<file path="config.mk">
export PLATFORM = sky130hd
export DESIGN_NAME = brqrv_gpio_bridge
export DESIGN_NICKNAME = d
export VERILOG_FILES = /design/src/rtl/brqrv_gpio_bridge.sv
export SDC_FILE = /design/constraint.sdc
export NUM_CORES = 1
export LEC_CHECK = 0
export BUFFER_PORTS_ARGS = -buffer_cell sky130_fd_sc_hd__buf_2
export CAP_MARGIN = 20
export CORE_ASPECT_RATIO = 1.4
export CORE_MARGIN = 8
export CORE_UTILIZATION = 30
export CTS_CLUSTER_DIAMETER = 60
export CTS_CLUSTER_SIZE = 25
export DETAILED_ROUTE_END_ITERATION = 7
export GPL_TIMING_DRIVEN = 0
export SLEW_MARGIN = 10
export SYNTH_ARGS = -nofsm -noshare
export SYNTH_HDL_FRONTEND = slang
export SYNTH_SLANG_ARGS = --single-unit
</file>
<file path="constraint.sdc">
create_clock -name wb_clk_i -period 8.3 [get_ports wb_clk_i]
set_input_delay 1.245 -clock wb_clk_i [delete_from_list [all_inputs] [get_ports wb_clk_i]]
set_output_delay 1.245 -clock wb_clk_i [all_outputs]
set_load 0.02 [all_outputs]
</file>
<file path="src/rtl/brqrv_gpio_bridge.sv">
// GPIO bridge from the BrqRV_EB1 peripheral bus to the Caravel mprj_io pads.
// Paces result bytes onto the pads, sequences the ready flag and synchronizes host inputs.
module brqrv_gpio_bridge #(
  parameter int unsigned FIFO_DEPTH  = 4,
  parameter int unsigned HOLD_CYCLES = 16,
  parameter int unsigned READY_DELAY = 64
) (
  input  logic        wb_clk_i,
  input  logic        wb_rst_i,
  input  logic        bus_req,
  input  logic        bus_we,
  input  logic [3:0]  bus_addr,
  input  logic [31:0] bus_wdata,
  output logic [31:0] bus_rdata,
  output logic        bus_ack,
  input  logic [37:0] io_in,
  output logic [37:0] io_out,
  output logic [37:0] io_oeb
);

  localparam int unsigned PtrW  = $clog2(FIFO_DEPTH);
  localparam int unsigned LvlW  = PtrW + 1;
  localparam int unsigned HoldW = (HOLD_CYCLES > 1) ? $clog2(HOLD_CYCLES) : 1;
  localparam int unsigned RdyW  = $clog2(READY_DELAY + 1);

  localparam logic StIdle = 1'b0;
  localparam logic StHold = 1'b1;

  localparam logic [1:0] AddrTx     = 2'd0;
  localparam logic [1:0] AddrStatus = 2'd1;
  localparam logic [1:0] AddrInput  = 2'd2;
  localparam logic [1:0] AddrCtrl   = 2'd3;

  logic [7:0]      fifo_mem [FIFO_DEPTH];
  logic [PtrW-1:0] wr_ptr_q, rd_ptr_q;
  logic [LvlW-1:0] level_q;
  logic            pushed_q;
  logic            state_q;
  logic [HoldW-1:0] hold_cnt_q;
  logic [7:0]      disp_q;
  logic [RdyW-1:0] rdy_cnt_q;
  logic            ready_en_q, ready_q;
  logic [18:0]     sync1_q, sync2_q;
  logic            ack_q;
  logic [31:0]     rdata_q;

  logic        fifo_empty, fifo_full, hold_done, pop, push, accept, rdy_done;
  logic [31:0] status_word, rd_word;

  assign fifo_empty = (level_q == '0);
  assign fifo_full  = (level_q == LvlW'(FIFO_DEPTH));
  assign hold_done  = (state_q == StIdle) || (hold_cnt_q == '0);
  // A byte pushed on the previous edge is not yet poppable: pads follow a push by two edges.
  assign pop        = (level_q > LvlW'(pushed_q)) && hold_done;
  assign accept     = bus_req && !ack_q &&
                      !(bus_we && (bus_addr[3:2] == AddrTx) && fifo_full && !pop);
  assign push       = accept && bus_we && (bus_addr[3:2] == AddrTx);
  assign rdy_done   = (rdy_cnt_q == RdyW'(READY_DELAY));

  always_comb begin
    status_word            = '0;
    status_word[3:0]       = {state_q == StHold, ready_q, fifo_full, fifo_empty};
    status_word[4 +: LvlW] = level_q;
    rd_word = '0;
    unique case (bus_addr[3:2])
      AddrStatus: rd_word = status_word;
      AddrInput:  rd_word = {13'b0, sync2_q};
      AddrCtrl:   rd_word = {31'b0, ready_en_q};
      default:    rd_word = '0;
    endcase
  end

  always_ff @(posedge wb_clk_i) begin
    if (push) fifo_mem[wr_ptr_q] <= bus_wdata[7:0];
  end

  always_ff @(posedge wb_clk_i) begin
    if (wb_rst_i) begin
      ack_q      <= 1'b0;
      rdata_q    <= '0;
      pushed_q   <= 1'b0;
      wr_ptr_q   <= '0;
      rd_ptr_q   <= '0;
      level_q    <= '0;
      state_q    <= StIdle;
      hold_cnt_q <= '0;
      disp_q     <= '0;
      rdy_cnt_q  <= '0;
      ready_en_q <= 1'b0;
      ready_q    <= 1'b0;
      sync1_q    <= '0;
      sync2_q    <= '0;
    end else begin
      ack_q    <= accept;
      rdata_q  <= (accept && !bus_we) ? rd_word : '0;
      pushed_q <= push;
      if (push) wr_ptr_q <= wr_ptr_q + PtrW'(1);
      if (pop)  rd_ptr_q <= rd_ptr_q + PtrW'(1);
      level_q <= level_q + LvlW'(push) - LvlW'(pop);

      if (pop) begin
        disp_q     <= fifo_mem[rd_ptr_q];
        state_q    <= StHold;
        hold_cnt_q <= HoldW'(HOLD_CYCLES - 1);
      end else if (state_q == StHold) begin
        if (hold_cnt_q == '0) state_q <= StIdle;
        else                  hold_cnt_q <= hold_cnt_q - HoldW'(1);
      end

      if (!rdy_done) rdy_cnt_q <= rdy_cnt_q + RdyW'(1);
      ready_q <= rdy_done && ready_en_q;
      if (accept && bus_we && (bus_addr[3:2] == AddrCtrl)) ready_en_q <= bus_wdata[0];

      sync1_q <= io_in[26:8];
      sync2_q <= sync1_q;
    end
  end

  assign bus_ack   = ack_q;
  assign bus_rdata = rdata_q;
  assign io_out    = {ready_q, 2'b00, disp_q, 27'b0};
  assign io_oeb    = {1'b0, 2'b11, 8'h00, {27{1'b1}}};

  logic unused_bits;
  assign unused_bits = ^{bus_addr[1:0], bus_wdata[31:8], io_in[37:27], io_in[7:0]};

endmodule

</file>
## Yosys cells after proc, flatten, opt, wreduce, memory -nomap -nowiden

Memory sizes are Yosys's and may differ from the RTL's. A register that Yosys moved wholly into a read port is not among the register bits.
Cells that the tools add are included.

| word-level totals | value |
|---|---|
| bits in writable memories | 32 |
| word-level logic and storage cells | 60 |
| memories | 1 |
| flip-flop bits (word level) | 93 |
| output and inout bits | 109 |

| operators by class | value |
|---|---|
| multiplexer cells | 9 |
| reduce and logical (&&, ||, !) cells | 22 |
| magnitude comparators | 1 |
| eq/ne operators | 6 |
| add/subtract/negate cells | 6 |
| bitwise gates (word level) | 2 |

Memory list:

| memory | words | width | read ports | clocked after Yosys merged registers in | wr ports | line | RTL |
|---|---|---|---|---|---|---|---|
| fifo_mem | 4 | 8 | 1 | 1 | 1 | 34 | `logic [7:0] fifo_mem [FIFO_DEPTH];` |

Operator list:

| cell | count |
|---|---|
| case mux 19 bit (3 select lines) | 1 |
| 2-to-1 mux 4 bit | 3 |
| logical AND 1 bit | 11 |
| adder 7 x 1 -> 7 bit, second input constant | 1 |
| equality test 7 bit, second input constant | 1 |
| 2-to-1 mux 1 bit | 5 |
| adder 2 x 1 -> 2 bit, second input constant | 2 |
| equality test 2 bit, second input constant | 2 |
| zero test 1 bit | 4 |
| zero test 4 bit | 1 |
| subtractor 4 x 1 -> 4 bit, second input constant | 1 |
| adder 3 x 1 -> 3 bit | 1 |
| equality test 3 bit, second input constant | 1 |
| > comparator 3 x 1 -> 1 bit | 1 |
| zero test 3 bit | 1 |
| subtractor 3 x 1 -> 3 bit | 1 |
| equality test 2 x 1 -> 1 bit, second input constant | 1 |
| zero test 2 bit | 1 |
| != test 2 bit, second input constant | 1 |
| NOT 1 bit | 2 |
| AND reduction 2 bit | 1 |
| nonzero test 2 bit | 1 |
| OR reduction 2 bit | 1 |
| logical OR 1 bit | 1 |

## Longest topological paths before layout

Gate-level depths: netlist of run 1.

| logic depth | value |
|---|---|
| depth after elaboration | 11 |
| depth in mapped cells | 14 |
| mapped depth without buffers | 14 |

## Worst setup path before layout of run 1

OpenSTA, ideal clock, no wires.

| timing | value |
|---|---|
| kind | input to register |
| start point | input port bus_addr[3] |
| end point | register level_q[2] |
| slack | 5.215 ns |
| data required time | 8.172 ns |
| stages | 11 |
| arrival | 2.957 ns |
| cells stage by stage | nor3b_1 > nand3_1 > o211a_4 > inv_2 > ha_1 > inv_1 > ha_1 > inv_1 > fa_1 > xnor2_1 > nor2_1 |

| on the way | value |
|---|---|
| cells in the longest elaborated chain, start to end | 10 |

Ends and longest elaborated chain:

| element | line | RTL |
|---|---|---|
| start, declared | 12 | `input logic [3:0] bus_addr,` |
| zero test 2 bit (*) | 56, 57 |  |
| logical AND 1 bit (3 in series) | 56 | `!(bus_we && (bus_addr[3:2] == AddrTx) && fifo_full && !pop);` |
| zero test 1 bit | 56 |  |
| logical AND 1 bit | 55 | `assign accept = bus_req && !ack_q &&` |
| logical AND 1 bit | 57 | `assign push = accept && bus_we && (bus_addr[3:2] == AddrTx);` |
| logical AND 1 bit (*) | 57 |  |
| adder 3 x 1 -> 3 bit (*) | 99 | `level_q <= level_q + LvlW'(push) - LvlW'(pop);` |
| subtractor 3 x 1 -> 3 bit (*) | 99 |  |
| end signal, assigned | 99 |  |
| end, declared | 36 | `logic [LvlW-1:0] level_q;` |

Mark *: on every way between the ends. The rest lies on a longest branch, timed or not.
A chain may end at the register's enable or synchronous reset.

## Worst setup path after layout of run 1

Ends and elaborated chain as after synthesis.

==> flow_summary.toml, run 1 <==
[yosys]
synth-compound-area-share_pct = 4.08
synth_warnings = 0
synth-seq-cells = 120
synthSimpleGateAreaFrac_pct = 14.5
synthCells = 422
synth_top_family_by_area = "buffers and inverters"
synth_fa_ha_area_share_pct = 3.53
synthArstFlopShare_pct = 0
avgSynthCellArea_sq_um = 11.4
synth_top_area_share_pct = 36.6
netlist.top_cell.by_area = "dfxtp_1"
synth_ff_type = "dfxtp_1"
ys_types = 45
ys_seq_area_share_pct = 56.5
synthXorXnorAreaFrac_pct = 1.27
synth_mux_area_share_pct = 5.06
synthTopCellsByArea = "dfxtp_1 (37%), edfxtp_1 (20%), buf_4 (13%), nor2b_1 (5.8%), mux4_2 (3.7%)"
synth_area_sq_um = 4820
synth_edf_count = 32

[floorplanning]
io_pins = 187
rows = 55
die_width_um = 123
fp.dieH_um = 166
start_util_pct = 30.2
core_area_sq_um = 16000
die_area_sq_um = 20400

[timing]
finalHoldViolCount = 0
fin_crit_ns = 3.03
rsz0062_at_grt = "no"
fin_worst_skew_ns = 0.00735
drv_slew = 0
setup_tns_ns = 0
clock.fmax_ghz = 0.330
setup-violations-final = 0
max_slew_margin_pct = 48.7
finalCritPeriodShare_pct = 36.5
tightest_slew_ns = 0.769
hold_slack_ns = 0.436
worst_slack_ns = 5.27

[critical_path]
worstReg2RegEnd = "level_q[2]$_SDFF_PP0_"
critPathLaunchType = "input port"
crit_type = "in -> reg"
cp.required_ns = 8.56
endpoint = "level_q[2]$_SDFF_PP0_"
cp_data_arrival_time_ns = 3.29
r2r_setup_slack_ns = 5.41
worstPathMaxFanout = 8
crit_path_end_kind = "flip-flop"
rr_startpoint = "hold_cnt_q[0]$_SDFFE_PP0P_"
crit_start = "bus_addr[3]"
reg2reg_depth = 14

[clock_tree]
htreeDepth = 4
post_cts_resized = 0
hold_buffers = 0
tritoncts = "built"
clock-sinks = 120
clk_pin_slew_worst_paths_ns = 0.06
numCtsBuffers = 17
insertion_delay_ns = 0.40
postCtsSetupBuffers = 0
cts_buffer_depth = 2
cts-root-buf = "clkbuf_16"

[drt]
num_vias = 3045
ant_nets = 0
wire_per_inst_um = 12.1
dr.pass1.iters = 4
route.detailed.drc = 0
totalWireLength_mm = 9.62
avgViaCountPerCell = 3.84
drtIter0Drc = 103

[min_path]
hold_start = "sync1_q[17]$_SDFF_PP0_"
hold_class = "reg -> reg"

[placement]
pre_cts_ws_ns = 4.87
port_buffers = 61
place.gp.congestion = 0.792
dp_hpwl_mm = 7.65
postPlaceCellArea_sq_um = 5660

[job]
maxCapViolCount = 0

[grt]
grt_pass1_vias = 3032
grt_max_degree = 17
gr-total-overflow = 0
grt_usage_pct = 9.49
grt_pass1_wl_mm = 15.1
antenna_found_initial = 0

[layout]
stdcell_area_sq_um = 6230
fin_nets = 671
syn_to_final_growth_pct = 29.3
fillerInstances = 1568
n_antenna_cell = 0
utilization_pct = 39.0
drive_gt1_share_pct = 31.9

[run_status]
outcome = "completed"

[pwr]
power_leakage_uw = 0.00282
irDropWorstVdd_mv = 0.157
pwr_density_cell_nw_per_um2 = 279
[cells in the mapped netlist (4+ instances only)]
cell type,count
a21oi_1,13
a22oi_1,4
and2_1,4
and3_1,13
buf_4,81
clkbuf_1,11
dfxtp_1,88
edfxtp_1,32
ha_1,12
inv_1,13
mux4_2,8
nand2_1,19
nand2b_1,4
nand3_1,5
nor2_1,24
nor2b_1,45
xor2_1,4
[cell families after synthesis]
family | count (synthesis)
simple gates | 127
flops | 120
buf+inv | 110
compound gates | 29
mux | 14
fa+ha+maj | 13
xor+xnor | 7
other cells | 2
[sequential cells by signal (all words and copies together) (netlist names)]
name,cells
rdy_cnt_q,7
bus_rdata,19
ready_q,1
level_q,3
sync2_q,19
hold_cnt_q,4
sync1_q,19
rd_ptr_q,2
pushed_q,1
wr_ptr_q,2
ready_en_q,1
disp_q,8
state_q,1
fifo_mem,32
bus_ack,1
[worst max-delay path, stage by stage]
cell	delay (ns)
buf_2	0.15
nor3b_1	0.34
nand3_1	0.18
o211a_4	0.30
inv_2	0.05
ha_1	0.21
inv_1	0.05
ha_1	0.13
inv_1	0.04
fa_1	0.37
xnor2_1	0.18
nor2_1	0.05
[cells in the final DEF (no fill, tap or decap), types with 2 or more instances in the layout]
master     synthesis  final
dfxtp_1           88     88
buf_4             81     81
conb_1             2     80
buf_2              1     62
nor2b_1           45     45
edfxtp_1          32     32
nor2_1            24     24
nand2_1           19     19
clkbuf_16          0     17
inv_1             13     13
and3_1            13     13
a21oi_1           13     13
ha_1              12     12
clkbuf_1          11     11
mux4_2             8      8
inv_6              0      6
nand3_1            5      5
nand2b_1           4      4
and2_1             4      4
a22oi_1            4      4
xor2_1             4      4
clkinv_4           0      4
nor3b_1            3      3
o21a_1             3      3
xnor2_1            3      3
mux2i_1            3      3
clkinv_2           0      3
inv_2              2      2
mux2_2             2      2
buf_1              2      2
a31oi_1            2      2
nor3_1             2      2
[where the power goes]
group / switching (uW) / total [uW] / leakage, uW / internal [uW]
clock network: 267 / 684 / 0.000279 / 417
logic: 213 / 369 / 0.00153 / 156
registers: 32.7 / 684 / 0.00101 / 651
[final cells by class]
cell class                 instances  area [sq um]  area share (%)
clock buffer                      17           425            6.83
buffer                            95           662            10.6
multi-input combinational        270          1670            26.8
sequential                       120          2720            43.7
inverter                          15          56.3           0.904
tap                              199           249            4.00
timing repair buffer              61           305            4.90
clock inverter                    15           140            2.25
[layer usage]
layer	GRT usage, %	up-vias	share of wire [%]
li1	-	1557	-
met1	9.34	1363	36
met5	0	-	0
met4	4.26	0	2.0
met3	3.78	14	11
met2	16.9	111	51
[stage by stage]
stage | total power (uW) | cells
after floorplan | 980 | 500
after global placement | 1060 | 760
after detailed placement | 1070 | 760
after CTS | 1760 | 792
after global routing | 1830 | 792
final | 1740 | 792
[worst min-delay path by stage]
stage / end / slack (ns) / cells after the start
2_1_floorplan: sync2_q[0]$_SDFF_PP0_ / 0.41 / 1
3_3_place_gp: sync2_q[16]$_SDFF_PP0_ / 0.42 / 1
3_5_place_dp: sync2_q[0]$_SDFF_PP0_ / 0.42 / 1
4_1_cts: sync2_q[13]$_SDFF_PP0_ / 0.44 / 1
5_1_grt: sync2_q[11]$_SDFF_PP0_ / 0.45 / 1
6_report: sync2_q[17]$_SDFF_PP0_ / 0.44 / 1
No activity file was read; power rests on OpenSTA's default activity.
==> run 2: changes to the inputs <==
==> constraint.sdc (replaced) <==
create_clock -name wb_clk_i -period 2.9 [get_ports wb_clk_i]
set_input_delay 0.435 -clock wb_clk_i [delete_from_list [all_inputs] [get_ports wb_clk_i]]
set_output_delay 0.435 -clock wb_clk_i [all_outputs]
set_load 0.02 [all_outputs]
==> flow_summary.toml, run 2 (synthesized netlist as in run 1, its figures left out) <==
[placement]
place.gp.congestion = 0.792
dp_hpwl_mm = 7.65
postPlaceCellArea_sq_um = 5660
port_buffers = 61

[critical_path]
r2r_setup_slack_ns = 0.19
crit_path_end_kind = "flip-flop"
reg2reg_depth = 13
worst-path-stages = 13
cp_data_arrival_time_ns = 2.99
cp.required_ns = 3.17
endpoint = "level_q[1]$_SDFF_PP0_"
crit_top_cell = "inv_2"
worstReg2RegEnd = "level_q[1]$_SDFF_PP0_"
worstPathMaxFanout = 4
crit_start = "hold_cnt_q[0]$_SDFFE_PP0P_"
path_delay_family = "adder cells"
crit_type = "reg -> reg"
worstPathCellList = "inv_2 > ha_4 > or3b_1 > a221o_1 > inv_2 > o211a_4 > inv_2 > ha_1 > inv_1 > ha_1 > inv_1 > fa_2 > nor2_1"
rr_startpoint = "hold_cnt_q[0]$_SDFFE_PP0P_"
cp_slowest_cell = "fa_2"
critPathLaunchType = "flip-flop"
crit_buf_inv = 5
slowest_delay_ns = 0.51

[drt]
ant_nets = 0
num_vias = 3043
drtIter0Drc = 89
dr.pass1.iters = 4
route.detailed.drc = 0
totalWireLength_mm = 9.64
wire_per_inst_um = 12.1
avgViaCountPerCell = 3.83

[clock_tree]
htreeDepth = 4
tritoncts = "built"
cts-root-buf = "clkbuf_16"
cts_buffer_depth = 2
clock-sinks = 120
numCtsBuffers = 17
insertion_delay_ns = 0.40
clk_pin_slew_worst_paths_ns = 0.05

[layout]
final_common_cell = "dfxtp_1"
syn_to_final_growth_pct = 30.1
fin_nets = 673
largest_register = "fifo_mem"
n_antenna_cell = 0
stdcell_area_sq_um = 6270
largest_reg_flops = 32
drive_gt1_share_pct = 33.1
final_cell_mix = "dfxtp_1 (87), buf_4 (83), conb_1 (80), buf_2 (61), nor2b_1 (45)"

[timing]
finalCritPeriodShare_pct = 93.6
drv_slew = 0
fin_worst_skew_ns = 0.00750
tightest_slew_ns = 0.779
setup_tns_ns = 0
rsz0062_at_grt = "no"
setup-violations-final = 0
hold_slack_ns = 0.243
max_slew_margin_pct = 48.1
clock.fmax_ghz = 0.368
fin_crit_ns = 2.71
finalHoldViolCount = 0

[floorplanning]
core_area_sq_um = 16000
start_util_pct = 30.2
fp.dieH_um = 166
die_width_um = 123
rows = 55
die_area_sq_um = 20400
io_pins = 187

[pwr]
pwr_density_cell_nw_per_um2 = 800
power_leakage_uw = 0.00283
irDropWorstVdd_mv = 0.446

[grt]
grt_pass1_vias = 3032
grt_max_degree = 17
grt_pass1_wl_mm = 15.1
gr-total-overflow = 0
grt_usage_pct = 9.49
antenna_found_initial = 0

[min_path]
hold_class = "in -> reg"

[run_status]
outcome = "completed"

[job]
maxCapViolCount = 0
## run 2: repair_timing
item | in CTS | in global routing
pin swaps | 0 | 4
setup buffers | 0 | 2
hold buffers | 0 | 0
gates resized for setup | 1 | 7
setup endpoints to repair | 1 | 2
## run 2: worst min-delay path by stage
stage / startpoint / to / slack (ns) / depth (start not counted)
finish: io_in[17] / sync1_q[9]$_SDFF_PP0_ / 0.24 / 2
global route: io_in[17] / sync1_q[9]$_SDFF_PP0_ / 0.23 / 2
CTS: io_in[17] / sync1_q[9]$_SDFF_PP0_ / 0.23 / 2
detailed placement: sync1_q[0]$_SDFF_PP0_ / sync2_q[0]$_SDFF_PP0_ / 0.42 / 1
global placement: sync1_q[16]$_SDFF_PP0_ / sync2_q[16]$_SDFF_PP0_ / 0.42 / 1
floorplan: sync1_q[0]$_SDFF_PP0_ / sync2_q[0]$_SDFF_PP0_ / 0.41 / 1
## run 2: layer usage
| layer | wire [um] | vias up | track usage [%] |
|---|---|---|---|
| li1 | - | 1565 | - |
| met1 | 3520 | 1353 | 9.34 |
| met2 | 4910 | 111 | 16.9 |
| met3 | 1030 | 14 | 3.78 |
| met4 | 189 | 0 | 4.26 |
| met5 | 0 | - | 0 |
## run 2: cell type report
cell class | count | area [sq um]
inverters | 15 | 56.3
clock buffers | 17 | 425
fillers | 1565 | 9700
repair buffers | 63 | 320
clock inverters | 15 | 140
multi-input cells | 270 | 1690
well taps | 199 | 249
plain buffers | 95 | 664
flip-flops and latches | 120 | 2720
## run 2: power breakdown
group | internal, uW | switching (uW) | total (uW)
combinational | 476 | 620 | 1100
clock | 1190 | 765 | 1960
sequential | 1860 | 98.7 | 1960
total | 3530 | 1480 | 5020
## run 2: stage by stage
stage,power [uW],worst slack [ns],util [%],cells
floorplan,2800,0.239,-,500
global placement,3020,0.0423,35.5,760
detailed placement,3060,0.00629,35.5,760
CTS,5030,0.00337,39.0,792
global route,5290,0.0309,39.3,794
finish,5020,0.186,39.3,794
==> run 3: changes to the inputs <==
--- a/config.mk
+++ b/config.mk
@@ -10,8 +10,9 @@
 export CORE_ASPECT_RATIO = 1.4
 export CORE_MARGIN = 8
 export CORE_UTILIZATION = 30
+export CTS_BUF_LIST = sky130_fd_sc_hd__clkbuf_2 sky130_fd_sc_hd__clkbuf_4 sky130_fd_sc_hd__clkbuf_8
 export CTS_CLUSTER_DIAMETER = 60
-export CTS_CLUSTER_SIZE = 25
+export CTS_CLUSTER_SIZE = 12
 export DETAILED_ROUTE_END_ITERATION = 7
 export GPL_TIMING_DRIVEN = 0
 export SLEW_MARGIN = 10
==> flow_summary.toml, run 3 (synthesized netlist as in run 1, its figures left out) <==
[critical_path]
worstPathMaxFanout = 4
path_delay_family = "adder cells"
slowest_delay_ns = 0.37
cp_slowest_cell = "fa_1"
reg2reg_depth = 14
cp_data_arrival_time_ns = 3.00
crit_start = "hold_cnt_q[0]$_SDFFE_PP0P_"
critPathLaunchType = "flip-flop"
worstReg2RegEnd = "level_q[2]$_SDFF_PP0_"
crit_buf_inv = 5
r2r_setup_slack_ns = 0.18
crit_type = "reg -> reg"
crit_top_cell = "inv_2"
cp.required_ns = 3.18
rr_startpoint = "hold_cnt_q[0]$_SDFFE_PP0P_"
crit_path_end_kind = "flip-flop"
worstPathCellList = "inv_2 > ha_4 > or3b_1 > a221o_1 > inv_2 > o211a_4 > inv_2 > ha_1 > inv_1 > ha_1 > inv_1 > fa_1 > xnor2_1 > nor2_1"

[drt]
dr.pass1.iters = 4
totalWireLength_mm = 9.65
avgViaCountPerCell = 3.83
num_vias = 3044
route.detailed.drc = 0
wire_per_inst_um = 12.2
ant_nets = 0
drtIter0Drc = 110

[pwr]
irDropWorstVdd_mv = 0.331
power_leakage_uw = 0.00275
pwr_density_cell_nw_per_um2 = 732

[floorplanning]
fp.dieH_um = 166
die_area_sq_um = 20400
io_pins = 187
start_util_pct = 30.2
die_width_um = 123
core_area_sq_um = 16000
rows = 55

[layout]
fin_nets = 673
drive_gt1_share_pct = 32.9
n_antenna_cell = 0
final_common_cell = "dfxtp_1"
fillerInstances = 1592
multi_input_area_sq_um = 1690
largest_reg_flops = 32
fin_cells = 794
largest_register = "fifo_mem"
final_cell_mix = "dfxtp_1 (87), buf_4 (83), conb_1 (80), buf_2 (61), nor2b_1 (45)"
syn_to_final_growth_pct = 26.1
regArea_sq_um = 2720

[grt]
grt_max_degree = 17
grt_pass1_wl_mm = 15.1
antenna_found_initial = 0
grt_usage_pct = 9.53
grt_pass1_vias = 3042
gr-total-overflow = 0

[timing]
fin_crit_ns = 2.72
tightest_slew_ns = 0.764
fin_worst_skew_ns = 0.0102
drv_slew = 0
finalHoldViolCount = 0
finalCritPeriodShare_pct = 93.8
setup-violations-final = 0
max_slew_margin_pct = 49.0
rsz0062_at_grt = "no"
setup_tns_ns = 0
clock.fmax_ghz = 0.368

[clock_tree]
cts-root-buf = "clkbuf_8"
numCtsBuffers = 17
tritoncts = "built"
hold_buffers = 0
clock-sinks = 120
htreeDepth = 4
insertion_delay_ns = 0.41
cts_buffer_depth = 2
clk_pin_slew_worst_paths_ns = 0.07

[run_status]
outcome = "completed"

[placement]
place.gp.congestion = 0.792
place_inst = 760
port_buffers = 61
dp_hpwl_mm = 7.65

[job]
maxCapViolCount = 0

[min_path]
hold_path_end = "sync1_q[14]$_SDFF_PP0_"
hold_start = "io_in[22]"
min_delay_path_depth = 2
hold_class = "in -> reg"
run 3: cell type report:
| cell class | instances | share of cell area, % |
|---|---|---|
| buffer | 95 | 10.9 |
| sequential | 120 | 44.8 |
| clock inverter | 15 | 2.31 |
| timing repair buffer | 63 | 5.27 |
| inverter | 15 | 0.927 |
| multi-input combinational | 270 | 27.8 |
| tap | 199 | 4.10 |
| clock buffer | 17 | 3.85 |
run 3: how the worst max path moves through the flow:
stage	end	slack, ns	cells after the start
after floorplan	level_q[2]$_SDFF_PP0_	0.24	14
after global placement	level_q[2]$_SDFF_PP0_	0.04	14
after detailed placement	level_q[2]$_SDFF_PP0_	0.006	14
after CTS	level_q[2]$_SDFF_PP0_	0.02	14
after global routing	level_q[2]$_SDFF_PP0_	0.008	14
final	level_q[2]$_SDFF_PP0_	0.18	14
run 3: per-stage QoR:
step	utilization (%)	hold WS [ns]	setup WS, ns	power [uW]	cell area [sq um]
finish	38.0	0.227	0.179	4450	6070
global route	38.0	0.199	0.00821	4720	6070
CTS	37.9	0.196	0.0153	4490	6060
detailed placement	35.5	0.420	0.00629	3060	5660
global placement	35.5	0.419	0.0423	3020	5660
floorplan	-	0.414	0.239	2800	5110
run 3: worst register-to-register path: stages, from the launching register on:
cell	delay [ns]
dfxtp_1	0.33
inv_2	0.08
ha_4	0.14
or3b_1	0.35
a221o_1	0.34
inv_2	0.09
o211a_4	0.16
inv_2	0.03
ha_1	0.25
inv_1	0.05
ha_1	0.13
inv_1	0.04
fa_1	0.37
xnor2_1	0.16
nor2_1	0.05
run 3: power breakdown:
group	internal, uW	switching, uW	total, uW
logic	480	620	1100
clock network	692	693	1390
registers	1860	99.1	1960
run 3: layer usage:
metal  global-route usage (%)  wire (um)
met1                     9.34       3520
met2                     16.8       4920
met3                     3.64        998
met4                     4.83        213
met5                        0          0
run 3: timing repair:
action                                  4_1_cts  5_1_grt
setup buffers                                 1        1
gates cloned                                  0        0
resized for setup                             2        5
endpoints found under the setup margin        1        2
pin swaps                                     2        3
